## config.mk

```make
export PLATFORM = sky130hd
export DESIGN_NAME = alu_seq_ctrl
export DESIGN_NICKNAME = d
export VERILOG_FILES = /design/src/rtl/alu_seq_pkg.sv /design/src/rtl/alu_seq_ctrl_addsub.sv /design/src/rtl/alu_seq_ctrl.sv
export SDC_FILE = /design/constraint.sdc
export NUM_CORES = 1
export LEC_CHECK = 0
export ABC_AREA = 1
export BUFFER_PORTS_ARGS = -buffer_cell sky130_fd_sc_hd__buf_2
export CELL_PAD_IN_SITES_DETAIL_PLACEMENT = 1
export CELL_PAD_IN_SITES_GLOBAL_PLACEMENT = 2
export CORE_ASPECT_RATIO = 0.8
export CORE_MARGIN = 2
export CORE_UTILIZATION = 31
export DETAILED_ROUTE_END_ITERATION = 16
export PLACE_DENSITY = 0.85
export SLEW_MARGIN = 20
export SYNTH_ARGS = -nofsm -noshare
export SYNTH_HDL_FRONTEND = slang
export SYNTH_SLANG_ARGS = --single-unit
```

## constraint.sdc

```tcl
create_clock -name clk -period 2.96 [get_ports clk]
set_input_delay 0.74 -clock clk [delete_from_list [all_inputs] [get_ports clk]]
set_output_delay 0.74 -clock clk [all_outputs]
set_load 0.01 [all_outputs]
```

## src/rtl/alu_seq_pkg.sv

```systemverilog
// Shared encodings for the ALU sequencer: operation codes, FSM states and
// the iteration count of the multi-cycle MUL/DIV loops.
package alu_seq_pkg;

    typedef enum logic [1:0] {
        OP_ADD = 2'b00,
        OP_SUB = 2'b01,
        OP_MUL = 2'b10,
        OP_DIV = 2'b11
    } op_e;

    typedef enum logic [1:0] {
        ST_IDLE = 2'b00,
        ST_RUN  = 2'b01,
        ST_DONE = 2'b10
    } state_e;

    localparam int ITER_MULDIV = 4;

endpackage

```

## src/rtl/alu_seq_ctrl_addsub.sv

```systemverilog
// 4-bit ripple-carry adder/subtractor shared by every ALU operation.
// With sub=1 it computes a + ~b + 1, so cout=1 means a >= b (no borrow).
module four_bit_adder_subtractor (
    input  logic [3:0] a,
    input  logic [3:0] b,
    input  logic       sub,
    output logic [3:0] sum,
    output logic       cout
);

    logic [4:0] carry;
    logic [3:0] b_eff;

    assign carry[0] = sub;

    generate
        for (genvar gi = 0; gi < 4; gi++) begin : g_bit
            assign b_eff[gi]   = b[gi] ^ sub;
            assign sum[gi]     = a[gi] ^ b_eff[gi] ^ carry[gi];
            assign carry[gi+1] = (a[gi] & b_eff[gi]) | (carry[gi] & (a[gi] ^ b_eff[gi]));
        end
    endgenerate

    assign cout = carry[4];

endmodule

```

## src/rtl/alu_seq_ctrl.sv

```systemverilog
// Multi-cycle ALU sequencer: ADD/SUB in one adder pass, MUL/DIV as 4-pass
// shift-add / restoring-divide loops, all through one shared adder.
module alu_seq_ctrl
    import alu_seq_pkg::*;
#(
    parameter logic [3:0] DIV_ZERO_Q = 4'hF,
    parameter bit         ENABLE_DIV = 1'b1
) (
    input  logic       clk,
    input  logic       rst_n,
    input  logic       in_valid,
    output logic       in_ready,
    input  logic [1:0] op,
    input  logic [3:0] a,
    input  logic [3:0] b,
    output logic       out_valid,
    input  logic       out_ready,
    output logic [7:0] result,
    output logic       flag,
    output logic       err
);

    localparam logic [1:0] LAST_ITER = 2'(ITER_MULDIV - 1);

    state_e     state_reg;
    op_e        op_reg;
    logic [3:0] a_reg, b_reg;
    logic [3:0] acc_reg, mq_reg;   // MUL: acc/multiplier; DIV: remainder/quotient
    logic [1:0] cnt_reg;
    logic       bad_div_reg;
    logic [7:0] result_reg;
    logic       flag_reg, err_reg, out_valid_reg, in_ready_reg;

    logic [3:0] add_a, add_b, add_sum;
    logic       add_sub, add_cout;
    logic [4:0] div_sh;
    logic       div_take;
    logic [3:0] mul_acc_next, mul_mq_next, div_rem_next, div_q_next;
    logic       run_done;
    logic [7:0] result_next;
    logic       flag_next, err_next;

    assign div_sh = {acc_reg, mq_reg[3]};

    always_comb begin
        add_a   = a_reg;
        add_b   = b_reg;
        add_sub = 1'b0;
        case (op_reg)
            OP_SUB: add_sub = 1'b1;
            OP_MUL: begin
                add_a = acc_reg;
                add_b = mq_reg[0] ? a_reg : 4'h0;
            end
            OP_DIV: begin
                add_a   = div_sh[3:0];
                add_sub = 1'b1;
            end
            default: ;
        endcase
    end

    four_bit_adder_subtractor u_addsub (
        .a    (add_a),
        .b    (add_b),
        .sub  (add_sub),
        .sum  (add_sum),
        .cout (add_cout)
    );

    // A set shifted-out bit means the partial remainder already exceeds the divisor.
    assign div_take     = add_cout | div_sh[4];
    assign div_rem_next = div_take ? add_sum : div_sh[3:0];
    assign div_q_next   = {mq_reg[2:0], div_take};
    assign mul_acc_next = {add_cout, add_sum[3:1]};
    assign mul_mq_next  = {add_sum[0], mq_reg[3:1]};

    always_comb begin
        run_done    = 1'b0;
        result_next = result_reg;
        flag_next   = 1'b0;
        err_next    = 1'b0;
        if (bad_div_reg) begin
            run_done    = 1'b1;
            result_next = ENABLE_DIV ? {a_reg, DIV_ZERO_Q} : 8'h00;
            err_next    = 1'b1;
        end else begin
            case (op_reg)
                OP_ADD: begin
                    run_done    = 1'b1;
                    result_next = {3'b000, add_cout, add_sum};
                    flag_next   = add_cout;
                end
                OP_SUB: begin
                    run_done    = 1'b1;
                    result_next = {4'h0, add_sum};
                    flag_next   = ~add_cout;
                end
                OP_MUL: begin
                    run_done    = (cnt_reg == LAST_ITER);
                    result_next = {mul_acc_next, mul_mq_next};
                end
                default: begin
                    run_done    = (cnt_reg == LAST_ITER);
                    result_next = {div_rem_next, div_q_next};
                end
            endcase
        end
    end

    // Rejected divides still spend one RUN cycle so their latency matches ADD/SUB.
    always_ff @(posedge clk or negedge rst_n) begin
        if (!rst_n) begin
            state_reg     <= ST_IDLE;
            op_reg        <= OP_ADD;
            a_reg         <= 4'h0;
            b_reg         <= 4'h0;
            acc_reg       <= 4'h0;
            mq_reg        <= 4'h0;
            cnt_reg       <= 2'd0;
            bad_div_reg   <= 1'b0;
            result_reg    <= 8'h00;
            flag_reg      <= 1'b0;
            err_reg       <= 1'b0;
            out_valid_reg <= 1'b0;
            in_ready_reg  <= 1'b1;
        end else begin
            case (state_reg)
                ST_IDLE: begin
                    if (in_valid) begin
                        op_reg       <= op_e'(op);
                        a_reg        <= a;
                        b_reg        <= b;
                        acc_reg      <= 4'h0;
                        mq_reg       <= (op_e'(op) == OP_MUL) ? b : a;
                        cnt_reg      <= 2'd0;
                        bad_div_reg  <= (op_e'(op) == OP_DIV) && ((b == 4'h0) || !ENABLE_DIV);
                        in_ready_reg <= 1'b0;
                        state_reg    <= ST_RUN;
                    end
                end
                ST_RUN: begin
                    cnt_reg <= cnt_reg + 2'd1;
                    if (op_reg == OP_MUL) begin
                        acc_reg <= mul_acc_next;
                        mq_reg  <= mul_mq_next;
                    end else if (op_reg == OP_DIV) begin
                        acc_reg <= div_rem_next;
                        mq_reg  <= div_q_next;
                    end
                    if (run_done) begin
                        result_reg    <= result_next;
                        flag_reg      <= flag_next;
                        err_reg       <= err_next;
                        out_valid_reg <= 1'b1;
                        state_reg     <= ST_DONE;
                    end
                end
                ST_DONE: begin
                    if (out_ready) begin
                        out_valid_reg <= 1'b0;
                        in_ready_reg  <= 1'b1;
                        state_reg     <= ST_IDLE;
                    end
                end
                default: state_reg <= ST_IDLE;
            endcase
        end
    end

    assign in_ready  = in_ready_reg;
    assign out_valid = out_valid_reg;
    assign result    = result_reg;
    assign flag      = flag_reg;
    assign err       = err_reg;

endmodule
```

## Word-level counts from Yosys, hierarchy flattened

Index checks and enable logic that the tools add are counted.
Widths: inputs -> output; s select.

| cells by class | value |
|---|---|
| $add $sub $neg | 1 |
| equality and inequality tests | 12 |
| muxes and demuxes | 33 |
| bitwise operators | 26 |
| reduce and logical (&&, ||, !) cells | 16 |

Operators by type and width:

| cell | count |
|---|---|
| $mux 4 | 10 |
| $pmux 4 s2 | 3 |
| $pmux 8 s3 | 1 |
| $eq 2x2->1 const B | 6 |
| $reduce_and 3->1 | 4 |
| $xor 1x1->1 | 12 |
| $mux 1 | 9 |
| $and 1x1->1 | 8 |
| $mux 2 | 4 |
| $mux 8 | 1 |
| $ne 2x2->1 const B | 3 |
| $pmux 1 s2 | 3 |
| $pmux 2 s3 | 1 |
| $reduce_and 2->1 | 3 |
| $reduce_bool 2->1 | 3 |
| $or 1x1->1 | 5 |
| $eq 2x1->1 const B | 2 |
| $logic_not 2->1 | 2 |
| $logic_not 4->1 | 1 |
| $pmux 2 s2 | 1 |
| $reduce_or 2->1 | 2 |
| $ne 3x3->1 const B | 1 |
| $add 2x1->2 const B | 1 |
| $logic_and 1x1->1 | 1 |
| $not 1->1 | 1 |

| storage, ports and cells | value |
|---|---|
| flip-flop bits (word level) | 35 |
| input bits | 14 |
| output and inout port bits | 12 |
| logic and storage cells | 101 |

## Longest topological paths before layout

Gate-level depths: netlist (run 1).

| logic depth | value |
|---|---|
| depth in word-level cells | 18 |
| depth in mapped cells | 18 |
| depth with buffers taken out | 17 |

## Hierarchy

From an unflattened synthesis (run 1), not the netlist that was laid out.

| unflattened totals | value |
|---|---|
| cell total of the unflattened synthesis | 316 |
| area total of the unflattened synthesis | 2163.3 um^2 |

By module, submodules not included:

| module | instances | cells each | area each (um^2) |
|---|---|---|---|
| alu_seq_ctrl | 1 | 285 | 1974.4 |
| four_bit_adder_subtractor | 1 | 31 | 188.9 |

## Least setup slack after synthesis (run 1)

OpenSTA, ideal clock, no wires.

| timing | value |
|---|---|
| path kind | register -> register |
| start point | reg op_reg[0] |
| end point | reg acc_reg[1] |
| data arrival time | 2.734 ns |
| data required time | 2.831 ns |
| setup slack | 0.097 ns |
| cell stages (with the launch flop) | 18 |
| cell sequence | dfrtp_1 > buf_6 > inv_6 > nand2_8 > buf_6 > o22ai_1 > a21oi_1 > fa_1 > fa_1 > fa_1 > inv_2 > nor2_4 > inv_2 > nand2_1 > o21ai_0 > nor2_1 > o21ai_0 > o21ai_0 |

| on the way | value |
|---|---|
| word-level cells in the longest chain between the ends | 18 |
| elaborated cells on any way between the ends | 36 |

RTL lines:

| item | line | RTL |
|---|---|---|
| start: declaration | alu_seq_ctrl.sv:26 | `op_e op_reg;` |
| start signal: assignment | alu_seq_ctrl.sv:131 | `op_reg <= op_e'(op);` |
| $eq 2x2->1 / $eq 2x1->1 (equally long branches) | alu_seq_ctrl.sv:49, alu_seq_ctrl.sv:147 |  |
| $reduce_or 2->1 (no line) | - |  |
| $mux 1 | alu_seq_ctrl.sv:49 | `case (op_reg)` |
| $xor 1x1->1 | alu_seq_ctrl_addsub.sv:18 | `assign b_eff[gi] = b[gi] ^ sub;` |
| $xor 1x1->1 | alu_seq_ctrl_addsub.sv:20 | `assign carry[gi+1] = (a[gi] & b_eff[gi]) \| (carry[gi] & (a[gi] ^ b_eff[gi]));` |
| $and 1x1->1 | alu_seq_ctrl_addsub.sv:20 |  |
| $or 1x1->1 | alu_seq_ctrl_addsub.sv:20 |  |
| $and 1x1->1 | alu_seq_ctrl_addsub.sv:20 |  |
| (+2 left out) | - |  |
| $or 1x1->1 | alu_seq_ctrl_addsub.sv:20 |  |
| $and 1x1->1 | alu_seq_ctrl_addsub.sv:20 |  |
| $or 1x1->1 | alu_seq_ctrl_addsub.sv:20 |  |
| $or 1x1->1 | alu_seq_ctrl.sv:72 | `assign div_take = add_cout \| div_sh[4];` |
| $mux 4 | alu_seq_ctrl.sv:73 | `assign div_rem_next = div_take ? add_sum : div_sh[3:0];` |
| $mux 4 | alu_seq_ctrl.sv:147 | `end else if (op_reg == OP_DIV) begin` |
| $mux 4 | alu_seq_ctrl.sv:144 | `if (op_reg == OP_MUL) begin` |
| $pmux 4 s2 | alu_seq_ctrl.sv:128 | `case (state_reg)` |
| end signal: assignment | alu_seq_ctrl.sv:145 | `acc_reg <= mul_acc_next;` |
| end signal: assignment | alu_seq_ctrl.sv:148 | `acc_reg <= div_rem_next;` |
| end: declaration | alu_seq_ctrl.sv:28 | `logic [3:0] acc_reg, mq_reg;` |

Parallel ways exist; a longest one is shown, timed or not. The select of a mux whose other input is x is not followed.
A chain may end at the register's enable or synchronous reset.

## Worst setup path after layout (run 1)

| timing | value |
|---|---|
| start point | reg op_reg[1] |
| end point | reg result_reg[7], in the netlist result[7] |

| on the way | value |
|---|---|
| word-level cells in the longest chain between the ends | 17 |
| elaborated cells on any way between the ends | 37 |

RTL lines:

| item | line | RTL |
|---|---|---|
| $eq 2x2->1 / $eq 2x1->1 (equally long branches) | alu_seq_ctrl.sv:49, alu_seq_ctrl.sv:88 |  |
| $reduce_or 2->1 (no line) | - |  |
| $mux 1 | alu_seq_ctrl.sv:49 |  |
| $xor 1x1->1 | alu_seq_ctrl_addsub.sv:18 |  |
| $xor 1x1->1 | alu_seq_ctrl_addsub.sv:20 |  |
| $and 1x1->1 | alu_seq_ctrl_addsub.sv:20 |  |
| $or 1x1->1 | alu_seq_ctrl_addsub.sv:20 |  |
| $and 1x1->1 | alu_seq_ctrl_addsub.sv:20 |  |
| $or 1x1->1 | alu_seq_ctrl_addsub.sv:20 |  |
| $and 1x1->1 | alu_seq_ctrl_addsub.sv:20 |  |
| $or 1x1->1 | alu_seq_ctrl_addsub.sv:20 |  |
| $and 1x1->1 | alu_seq_ctrl_addsub.sv:20 |  |
| $or 1x1->1 | alu_seq_ctrl_addsub.sv:20 |  |
| $or 1x1->1 | alu_seq_ctrl.sv:72 |  |
| $mux 4 | alu_seq_ctrl.sv:73 |  |
| $pmux 8 s3 | alu_seq_ctrl.sv:88 | `case (op_reg)` |
| $mux 8 | alu_seq_ctrl.sv:83 | `if (bad_div_reg) begin` |
| end signal: assignment | alu_seq_ctrl.sv:152 | `result_reg <= result_next;` |
| end: declaration | alu_seq_ctrl.sv:31 | `logic [7:0] result_reg;` |

Parallel ways exist; a longest one is shown, timed or not.

==> flow_summary_export.csv, run 1 <==
group,metric,value,unit
synth,synthSimpleGateAreaFrac,0.282,
power_and_ir_drop,final_power,3.82,mW
power_and_ir_drop,power.static_leakage,1.27,nW
synth,mappedNetlistArea,2100,µm²
critical_path,timing.critical_path.arrival,3.03,ns
power_and_ir_drop,cellPowerDensity,1450,nW/µm²
routing,vias,1966,
sta,grt_setup_unrepaired,"true",
min_path,path_category_of_the_worst_min_delay_check,"flop to flop",
sta,remaining_max_slew_budget_at_the_tightest_pin,0.471,
sta,final-hold-violation-count,0,
sta,setup_viol_count_final,0,
synth,yosys.cell_types.count,31,
power_and_ir_drop,irDropWorstVdd,0.000381,V
sta,period_needed,2.85,ns
routing,route.antenna.remaining_nets,0,
die,core.rowCount,26,
placed_design,dpl.hpwl,4990,µm
die,floorplan.core_area,6470,µm²
critical_path,setup.worst_path.end_class,"flop",
placed_design,gp_congestion,0.814,
die,dieWidth,96.0,µm
sta,max_slew.worst_pin.slew,0.793,ns
die,die-height,77.6,µm
routing,first_pass_iters,4,
global_routing,first_global_vias,2125,
critical_path,worstSetupStartpointType,"flop",
cells_and_area,insertedDiodeCount,0,
global_routing,grt_use_total,0.189,
cells_and_area,n_fill_cell,811,
placed_design,pre_cts_ws,-0.155,ns
cts,tritoncts,"done",
cts,clock_path_buffers,2,
die,start_util,0.324,
flow_run,timing.max_cap.violations,0,
synth,synth-warning-count,0,
global_routing,antenna_found_initial,0,
die,design.portCount,26,
synth,synth_fa_ha_area_frac,0.0346,
cells_and_area,final_net_count,336,
routing,drt-initial-drc-count,58,
synth,synth_top_family_by_area,"simple AND/OR/NAND/NOR gates",
synth,synthesized_area_fraction_occupied_by_xor_and_xnor_cells,0,
routing,routedWlPerCell,16.1,µm
cells_and_area,largest_register_ff_count,8,
synth,synth_compound_gate_area_share,0.178,
cts,clock_latency_reported_for_the_late_side_of_the_worst_skew_pair,0.29,ns
sta,final_max_slew_viol_count,0,
critical_path,worst_ep_required_time,3.14,ns
cells_and_area,area.growth.synth_to_final,25.9,%
routing,vias_per_cell,4.88,
routing,drcViolationCount,0,
placed_design,total_placed_instance_area,2440,µm²
critical_path,r2r_slack,0.11,ns
critical_path,critPathMaxFanout,7,
cts,clock_tree.root_cell,"sky130_fd_sc_hd__clkbuf_8",
global_routing,grt_first_pass_wirelength,10800,µm
sta,finalClockSkew,0.0112,ns
sta,totalNegativeSetupSlack,0,ns
synth,synth-seq-cells,35,
die,dieArea,7450,µm²
global_routing,grt_start_max_net_pins,36,
placed_design,placement.io_buffers,25,
cts,numClockSinks,35,
synth,post_synth_mux_area_share,0,
cts,clkTransAtPathRegs,0.08,ns
synth,synthesis.nets,282,
sta,max_freq,351,MHz
routing,finalWirelength,6500,µm
global_routing,grt.overflow.total,0,
critical_path,critPathKind,"flop to flop",
run_status,result_of_the_run,"finished, final reports clean",
cells_and_area,layout.cells.most_common_list,"72 x sky130_fd_sc_hd__nand2_1, 32 x sky130_fd_sc_hd__dfrtp_1, 28 x sky130_fd_sc_hd__buf_4",
sta,setup_slack,0.114,ns
cells_and_area,drive_above_1_share,0.317,
cells_and_area,finalInstanceArea,2640,µm²
cts,ctsHtreeMaxLevel,2,
synth,synthesis.instances,264,
sta,crit_share_post_route,0.961,
cells_and_area,mostFrequentLayoutCell,"sky130_fd_sc_hd__nand2_1",
synth,syn_avg_cell_area,7.95,µm²
synth,seq_area_frac_synth,0.418,
cts,cts.hold.buffers_added,0,
cts,numCtsBuffers,5,
Yosys cell counts (all sizes together):
| library cell | number | area [µm²] |
|---|---|---|
| nand2 | 81 | 350 |
| dfrtp | 34 | 851 |
| nand3 | 12 | 85.1 |
| ha | 1 | 12.5 |
| a21oi | 14 | 70.1 |
| a31oi | 2 | 12.5 |
| a211oi | 1 | 12.5 |
| inv | 27 | 111 |
| clkbuf | 1 | 13.8 |
| dfstp | 1 | 26.3 |
| o21ai | 41 | 224 |
| o211ai | 4 | 30.0 |
| fa | 3 | 60.1 |
| or2 | 1 | 6.26 |
| nor2 | 26 | 125 |
| buf | 6 | 57.6 |
| nor3 | 5 | 25.0 |
| o22ai | 4 | 25.0 |
worst paths after layout:
check                           from          to  depth (start not counted)
max reg2reg                op_reg[1]   result[7]                         13
max in group asynchronous      rst_n   op_reg[0]                          1
min                         in_ready    in_ready                          2
min in group asynchronous      rst_n  acc_reg[2]                          1
min reg2reg                 in_ready    in_ready                          2
max                        op_reg[1]   result[7]                         13
cell families (layout without fill, tap and decap cells):
kind of cell    count (synthesis)  after routing
fa+ha+maj                       4              4
simple gates                  125            125
buf+inv                        34             89
compound gates                 66             66
flops                          35             35
power by group:
group / switching [mW] / internal [mW] / total, mW / leakage [nW]
clock network: 0.198 / 0.336 / 0.534 / 0.0644
logic: 1.37 / 1.01 / 2.38 / 0.767
registers: 0.212 / 0.690 / 0.902 / 0.435
final cells by class:
| class | count | area (µm²) | share of cell area |
|---|---|---|---|
| Tap cell | 84 | 105 | 0.0398 |
| Inverter | 27 | 114 | 0.0431 |
| Multi-Input combinational cell | 195 | 1050 | 0.398 |
| Timing Repair Buffer | 54 | 355 | 0.135 |
| Clock inverter | 3 | 67.6 | 0.0256 |
| Clock buffer | 5 | 68.8 | 0.0261 |
| Sequential cell | 35 | 880 | 0.333 |
worst max-delay path, stage by stage, from the launching register on:
cell	delay, ns
sky130_fd_sc_hd__dfrtp_2	0.50
sky130_fd_sc_hd__inv_2	0.08
sky130_fd_sc_hd__buf_4	0.12
sky130_fd_sc_hd__nor2_4	0.03
sky130_fd_sc_hd__nand2_1	0.06
sky130_fd_sc_hd__o211ai_1	0.14
sky130_fd_sc_hd__fa_2	0.39
sky130_fd_sc_hd__fa_2	0.35
sky130_fd_sc_hd__fa_2	0.58
sky130_fd_sc_hd__nand2_1	0.06
sky130_fd_sc_hd__o21ai_0	0.10
sky130_fd_sc_hd__nor2_1	0.07
sky130_fd_sc_hd__nor3_1	0.18
sky130_fd_sc_hd__o21ai_1	0.09
repair_timing:
item	in CTS	in global routing
setup endpoints to repair	12	9
cloned	0	0
setup buffers	0	4
pin swaps	1	2
hold endpoints to repair	0	0
gates resized for setup	5	6
metrics by stage:
step / cells / hold WS (ns) / util
5_1_grt: 403 / 0.504 / 0.408
2_1_floorplan: 264 / 0.444 / -
4_1_cts: 399 / 0.471 / 0.400
3_5_place_dp: 391 / 0.459 / 0.378
3_3_place_gp: 391 / 0.455 / 0.378
6_report: 403 / 0.466 / 0.408
per-layer routing:
layer  share of wire  track usage
met1            0.51        0.272
met2            0.45        0.288
met3           0.037       0.0388
met4          0.0077       0.0471
met5               0            0
Note: power is estimated with default switching activity, not from simulation.
==> inputs of run 2 (changes only) <==
--- a/config.mk
+++ b/config.mk
@@ -13,6 +13,7 @@
 export CORE_MARGIN = 2
 export CORE_UTILIZATION = 31
 export DETAILED_ROUTE_END_ITERATION = 16
+export MAX_ROUTING_LAYER = met4
 export PLACE_DENSITY = 0.85
 export SLEW_MARGIN = 20
 export SYNTH_ARGS = -nofsm -noshare
==> run 2 against run 1 <==
Sequential power barely moved; highest routed layer unchanged; die area did not move; wire length barely moved; register-to-register slack barely moved; global-route usage rose by 0.56 points; clock power barely moved; non-clock buffer count did not move; hold slack improved by 0.00057 ns; final cell count did not move; final area did not move; sequential share of layout area did not move; first-iteration DRC count did not move.
==> flow_summary_export.csv, run 2 (same netlist as run 1, synthesis figures left out) <==
group,metric,value,unit
critical_path,setup.worst_path.end_class,"flop",
cells_and_area,area.growth.synth_to_final,25.9,%
power_and_ir_drop,irDropWorstVdd,0.000381,V
critical_path,worstSetupStartpointType,"flop",
placed_design,dpl.hpwl,4990,µm
cells_and_area,finish.utilization,0.408,
cells_and_area,layout.cells.most_common_list,"72 x sky130_fd_sc_hd__nand2_1, 32 x sky130_fd_sc_hd__dfrtp_1, 28 x sky130_fd_sc_hd__buf_4",
die,die-height,77.6,µm
cells_and_area,largest_register_ff_count,8,
power_and_ir_drop,p_seq_frac,0.236,
critical_path,r2r_end,"result[7]",
cells_and_area,drive_above_1_share,0.317,
global_routing,grt_first_pass_wirelength,10800,µm
routing,finalWirelength,6500,µm
routing,vias_per_cell,4.89,
power_and_ir_drop,cell_internal_pwr,2.04,mW
cts,tritoncts,"done",
placed_design,placement.io_buffers,25,
min_path,hold_start,"in_ready",
global_routing,first_global_vias,2122,
cts,numCtsBuffers,5,
die,dieArea,7450,µm²
die,floorplan.core_area,6470,µm²
routing,drt-initial-drc-count,58,
die,core.rowCount,26,
routing,vias,1969,
cts,clock_latency_reported_for_the_late_side_of_the_worst_skew_pair,0.29,ns
cts,clock_path_buffers,2,
power_and_ir_drop,clock_power_share,0.140,
power_and_ir_drop,final_power,3.82,mW
die,dieWidth,96.0,µm
flow_run,timing.max_cap.violations,0,
global_routing,antenna_found_initial,0,
cells_and_area,insertedDiodeCount,0,
global_routing,grt_use_total,0.194,
sta,grt_setup_unrepaired,"true",
cells_and_area,instances_no_fill,403,
global_routing,grt.overflow.total,0,
routing,routedWlPerCell,16.1,µm
critical_path,r2r-start,"op_reg[1]",
sta,max_freq,351,MHz
power_and_ir_drop,power.switching,1.78,mW
cts,clkTransAtPathRegs,0.09,ns
cts,clock_tree.root_cell,"sky130_fd_sc_hd__clkbuf_8",
sta,finalClockSkew,0.0112,ns
critical_path,worstRegToRegCells,13,
run_status,result_of_the_run,"finished, final reports clean",
power_and_ir_drop,cellPowerDensity,1450,nW/µm²
min_path,worst_hold_path_stage_count,2,
critical_path,critPathMaxFanout,7,
sta,holdWs,0.467,ns
sta,period_needed,2.85,ns
critical_path,r2r_slack,0.11,ns
sta,crit_share_post_route,0.962,
sta,totalNegativeSetupSlack,0,ns
die,design.portCount,26,
power_and_ir_drop,power.static_leakage,1.27,nW
cts,numClockSinks,35,
sta,setup_viol_count_final,0,
placed_design,placed_cells,391,
min_path,path_category_of_the_worst_min_delay_check,"flop to flop",
power_and_ir_drop,netSwitchingFraction,0.467,
routing,drcViolationCount,0,
power_and_ir_drop,p_comb_frac,0.624,
sta,final_max_slew_viol_count,0,
sta,final-hold-violation-count,0,
cells_and_area,mostFrequentLayoutCell,"sky130_fd_sc_hd__nand2_1",
cells_and_area,final_net_count,336,
sta,max_slew.worst_pin.slew,0.789,ns
cts,ctsHtreeMaxLevel,2,
routing,route.antenna.remaining_nets,0,
critical_path,critPathKind,"flop to flop",
critical_path,timing.critical_path.arrival,3.03,ns
global_routing,grt_start_max_net_pins,36,
critical_path,worst_ep_required_time,3.14,ns
sta,remaining_max_slew_budget_at_the_tightest_pin,0.474,
die,start_util,0.324,
min_path,whs_endpoint,"in_ready",
placed_design,gp_congestion,0.826,
routing,first_pass_iters,4,
-- run 2: cell counts in the layout (fill, tap and decap cells not counted) --
Identical to the previous run, type by type.
-- run 2: cell type report --
type	count	area, µm²
Fill cell	811	3830
Sequential cell	35	880
Timing Repair Buffer	54	355
Clock inverter	3	67.6
Tap cell	84	105
Inverter	27	114
Clock buffer	5	68.8
Multi-Input combinational cell	195	1050
-- run 2: power groups by stage --
stage,sequential (mW),clock [mW],combinational [mW]
4_1_cts,0.910,0.546,2.29
6_report,0.902,0.533,2.38
3_5_place_dp,0.910,0,2.24
5_1_grt,0.930,0.571,2.65
3_3_place_gp,0.896,0,2.16
2_1_floorplan,0.851,0,1.43
-- run 2: what timing repair did --
action | 4_1_cts | 5_1_grt
setup buffers | 0 | 4
endpoints found under the setup margin | 12 | 9
pin swaps | 1 | 2
gates resized for setup | 5 | 6
hold buffers | 0 | 0
-- run 2: per-layer routing --
layer | GRT usage | share of wire
met4 | 0.0471 | 0.0082
met1 | 0.274 | 0.51
met2 | 0.287 | 0.45
met5 | - | 0
met3 | 0.0388 | 0.028
-- run 2: worst max-delay path: stages, from the launching register on --
cell and delay [ns]:
sky130_fd_sc_hd__dfrtp_2 0.50, sky130_fd_sc_hd__inv_2 0.08, sky130_fd_sc_hd__buf_4 0.12, sky130_fd_sc_hd__nor2_4 0.03, sky130_fd_sc_hd__nand2_1 0.06, sky130_fd_sc_hd__o211ai_1 0.14, sky130_fd_sc_hd__fa_2 0.39, sky130_fd_sc_hd__fa_2 0.35
sky130_fd_sc_hd__fa_2 0.58, sky130_fd_sc_hd__nand2_1 0.06, sky130_fd_sc_hd__o21ai_0 0.10, sky130_fd_sc_hd__nor2_1 0.07, sky130_fd_sc_hd__nor3_1 0.18, sky130_fd_sc_hd__o21ai_1 0.09
-- run 2: through the flow --
step	cell area, µm²	worst slack [ns]
after floorplan	2100	0.0970
after global placement	2440	-0.0147
final	2640	0.113
after global routing	2640	-0.0100
after detailed placement	2440	-0.155
after CTS	2590	0.0162
-- run 2: how the worst max path moves through the flow --
stage / from / end / slack (ns) / cells past startpoint
finish: op_reg[1] / result[7] / 0.11 / 13
global route: op_reg[1] / acc_reg[2] / -0.01 / 16
CTS: op_reg[1] / result[7] / 0.02 / 17
detailed placement: op_reg[1] / acc_reg[2] / -0.16 / 17
global placement: op_reg[1] / result[5] / -0.01 / 14
floorplan: op_reg[0] / acc_reg[1] / 0.1 / 17
